--- config.mk ---
export PLATFORM = sky130hd
export DESIGN_NAME = rot_cmd_fifo
export DESIGN_NICKNAME = d
export VERILOG_FILES = /design/src/rtl/rot_cmd_fifo_pkg.sv /design/src/rtl/rot_cmd_fifo.sv
export SDC_FILE = /design/constraint.sdc
export NUM_CORES = 1
export LEC_CHECK = 0
export ABC_CLOCK_PERIOD_IN_PS = 3100
export BUFFER_PORTS_ARGS = -buffer_cell sky130_fd_sc_hd__buf_4
export CORE_MARGIN = 2
export CORE_UTILIZATION = 44
export CTS_CLUSTER_SIZE = 10
export DETAILED_ROUTE_END_ITERATION = 12
export PLACE_DENSITY = 0.71
export SLEW_MARGIN = 25
export SYNTH_ARGS = -nofsm -noshare
export SYNTH_HDL_FRONTEND = slang
export SYNTH_SLANG_ARGS = --single-unit
--- constraint.sdc ---
create_clock -name clk -period 3.1 [get_ports clk]
set_clock_uncertainty 0.15 [all_clocks]
set_input_delay 0.62 -clock clk [delete_from_list [all_inputs] [get_ports clk]]
set_output_delay 0.62 -clock clk [all_outputs]
set_load 0.05 [all_outputs]
--- src/rtl/rot_cmd_fifo_pkg.sv ---
// Shared defaults and command type for the rotate-command path.
// The FIFO, the sequencer and the bench all import this package.
package rot_pkg;

    localparam int ROT_N     = 3;
    localparam int ROT_DEPTH = 4;

    // The rotate amount needs exactly N bits, because it selects one of 2**N positions.
    function automatic int amt_width(input int n);
        return n;
    endfunction

    typedef struct packed {
        logic [2**ROT_N-1:0] data;
        logic [ROT_N-1:0]    amt;
    } rot_cmd_t;

endpackage

--- src/rtl/rot_cmd_fifo.sv ---
// Command queue in front of the left rotator. It holds data/amount pairs and
// shows the oldest pair on out_data/out_amt, with valid/ready on both sides.
module rot_cmd_fifo
    import rot_pkg::*;
#(
    parameter  int N     = ROT_N,
    parameter  int DEPTH = ROT_DEPTH,
    localparam int W     = 2**N,
    localparam int AMTW  = amt_width(N),
    localparam int PW    = $clog2(DEPTH),
    localparam int CW    = PW + 1
) (
    input  logic            clk,
    input  logic            reset_n,
    input  logic            flush,
    input  logic            in_valid,
    output logic            in_ready,
    input  logic [W-1:0]    in_data,
    input  logic [AMTW-1:0] in_amt,
    output logic            out_valid,
    input  logic            out_ready,
    output logic [W-1:0]    out_data,
    output logic [AMTW-1:0] out_amt,
    output logic [CW-1:0]   count
);

    logic [W-1:0]    data_mem [DEPTH];
    logic [AMTW-1:0] amt_mem  [DEPTH];
    logic [PW-1:0]   wr_ptr;
    logic [PW-1:0]   rd_ptr;
    logic            push;
    logic            pop;

    // Flush has priority over push and pop. Full and empty depend only on count.
    assign in_ready  = (count != CW'(DEPTH));
    assign out_valid = (count != '0);
    assign push      = in_valid && in_ready && !flush;
    assign pop       = out_valid && out_ready && !flush;
    assign out_data  = data_mem[rd_ptr];
    assign out_amt   = amt_mem[rd_ptr];

    always_ff @(posedge clk or negedge reset_n) begin
        if (!reset_n) begin
            for (int i = 0; i < DEPTH; i++) begin
                data_mem[i] <= '0;
                amt_mem[i]  <= '0;
            end
        end else if (push) begin
            data_mem[wr_ptr] <= in_data;
            amt_mem[wr_ptr]  <= in_amt;
        end
    end

    // DEPTH is a power of two, so the pointers wrap on their own when they overflow.
    always_ff @(posedge clk or negedge reset_n) begin
        if (!reset_n) begin
            wr_ptr <= '0;
            rd_ptr <= '0;
            count  <= '0;
        end else if (flush) begin
            wr_ptr <= '0;
            rd_ptr <= '0;
            count  <= '0;
        end else begin
            if (push) wr_ptr <= wr_ptr + PW'(1);
            if (pop)  rd_ptr <= rd_ptr + PW'(1);
            case ({push, pop})
                2'b10:   count <= count + CW'(1);
                2'b01:   count <= count - CW'(1);
                default: count <= count;
            endcase
        end
    end

endmodule

==> results.ini <==
[floorplanning]
fp.dieW_um = 81.46
fp-row-count = 28
dieArea_sq_um = 6636
core_sq_um = 5851
io_pins = 32
fp.dieH_um = 81.46
initial_core_util_pct = 45.12

[timing]
final_hold_viol_count = 0
rsz0062_at_grt = no
tns_ps = 0
slew_headroom_pct = 58.03
tightest_slew_ps = 629.6
period_minus_slack_ps = 2692
fin_crit_sh_pct = 86.84
max_freq_ghz = 0.3715
setup_violations = 0
slew_viol_final = 0

[route]
via_count = 1413
routed_wl_um = 4591
via_per_inst = 5.214
wl_per_cell_um = 16.94
drt_iter0_markers = 60
drtAntennaViolNets = 0
dr.pass1.iters = 4
drc = 0

[placed_design]
io_buffers = 31
dp_cells = 264
hpwl_um = 3014
gp_congestion = 0.7693

[outcome]
status = completed

[final_layout]
design.final.nets = 217
layout-drive-gt1-share_pct = 53.06
final_cell_mix = 51 x dfrtp_1, 40 x mux2_4, 31 x buf_4
fin_cells = 271
area_growth_syn_to_layout_pct = 13.36
final_common_cell = dfrtp_1
multi_input_comb_area_sq_um = 1256
fillers = 511
register_area_sq_um = 1276
antenna_cells = 0

[synth]
yosysWarnings = 0
syn_nets = 187
synth_area_leaders = dfrtp_1 48%, mux2_4 23%, mux4_2 9.4%, buf_12 3.0%, ha_1 1.9%
synth_top_area_cell = dfrtp_1
syn_area_per_cell_sq_um = 15.90
synth-async-reset-ratio_pct = 100.0
syn-cell-area_sq_um = 2640
ys_seq_area_share_pct = 48.34
ys_types = 34
ys_ff_latch = 51
netlist.area_leader.share_pct = 48.34
synth_flop_cell = dfrtp_1
synth_edf_count = 0
syn_inst = 166

[clocking]
cts.sinks = 51
cts-root-buf = clkbuf_8
ctsLongestPathBuffers = 2
clkLatencyLatePin_ps = 290
htree_levels = 2
cts_hold_buf = 0
cts_resized = 0
cts_setup_buffers = 0
numCtsBuffers = 5
clk_transition_reported_paths_ps = 90
cts_tree = yes

[global_route]
grt_pass1_vias = 1524
met3_usage_pct = 3.846
grt_antenna_before_repair = 0
overflow = 0
met1_usage_pct = 21.83
busiest_layer = met2
track_usage_pct = 15.38
met2_usage_pct = 23.93
grt_max_degree = 52
grt_pass1_wl_um = 7665

[power]
swShare_pct = 32.10
p_seq_share_pct = 42.8
p_leak_nw = 1.474
clkPwrFrac_pct = 19.2
ir_drop_v = 0.0003740
p_comb_share_pct = 38.0
p_sw_mw = 0.7444
power.internal_mw = 1.574
p_per_area_nw_per_um2 = 774.7

[worst_setup_path]
critical_path_required_ps = 3170
path_max_fanout = 8
cp.arrival_ps = 2760
startpoint_type = flop
crit_type = flop to flop
ff2ff_setup_slack_ps = 410
crit_end = count[2]
worst_r2r_endpoint = count[2]
regToRegStartpoint = count[1]
reg2reg_depth = 7
startpoint = count[1]
endpoint_kind = flop

[min_path]
hp-class = input pin to asynchronous set/reset pin

[run]
maxCapViolCount = 0

[worst max-delay path, stage by stage, from the launching register on]
cell	delay, ps
dfrtp_1	480
or3_2	540
nand2_1	120
nor3_1	60
fa_1	380
nand2b_1	170
or4_2	550
a31oi_1	170
[synth_stat cells (all sizes together), types with 2 or more instances]
| cell | count |
|---|---|
| nor3 | 2 |
| buf | 7 |
| or3b | 2 |
| ha | 4 |
| nor2 | 6 |
| xnor2 | 2 |
| mux2 | 44 |
| a21oi | 2 |
| dfrtp | 51 |
| xor2 | 2 |
| clkbuf | 2 |
| nand3 | 4 |
| o21ai | 2 |
| or3 | 2 |
| nand2 | 9 |
| inv | 2 |
| nand2b | 2 |
| mux4 | 11 |
[power by group through the flow]
stage	logic [mW]	registers, mW	clock network [mW]
2_1_floorplan	0.711	0.975	0
3_3_place_gp	0.875	0.997	0
3_5_place_dp	0.888	1.01	0
4_1_cts	0.892	0.995	0.462
5_1_grt	0.937	1.02	0.490
6_report	0.882	0.992	0.445
[registers in the layout, summed over array words and instances, names as in the netlist]
signal	count
amt_mem	12
wr_ptr	2
count	3
rd_ptr	2
data_mem	32
[cell families after synthesis]
family | synth area share, %
DFF | 48.34
AOI/OAI and AO/OA | 2.228
xor gates and xnor gates | 1.327
muxes | 33.84
buffers and inverters | 4.076
adders and majority gates | 2.654
and+or+nand+nor | 7.536
[final cells by class]
cell class | count | area share (%)
multi-input cells | 104 | 41.97
inverters | 2 | 0.2508
clock inverters | 2 | 1.254
flip-flops and latches | 51 | 42.64
well taps | 75 | 3.135
repair buffers | 32 | 8.445
clock buffers | 5 | 2.299
[layer usage]
metal  vias to the layer above  part of all wire (%)
li1                        656                     -
met1                       723                    47
met2                        28                    47
met3                         6                   4.4
met4                         0                  0.78
met5                         -                     0
[worst min-delay path by stage]
stage                               to  slack, ps
after CTS                 data_mem[27]        210
after floorplan             amt_mem[0]        170
after detailed placement  data_mem[20]        340
after global routing      data_mem[21]        240
final                     data_mem[29]        190
after global placement      amt_mem[3]        340
[metrics by stage]
step / power, mW / area [sq um] / setup WS, ps / utilization [%] / hold WS [ps]
CTS: 2.349 / 2993 / 406.2 / 51.15 / 205.4
global route: 2.449 / 2993 / 284.0 / 51.15 / 236.4
global placement: 1.873 / 2887 / 507.1 / 49.34 / 335.5
finish: 2.319 / 2993 / 407.9 / 51.15 / 190.7
detailed placement: 1.895 / 2887 / 432.9 / 49.34 / 340.9
floorplan: 1.686 / 2640 / 99.79 / - / 174.4
No activity file was read; power rests on OpenSTA's default activity.
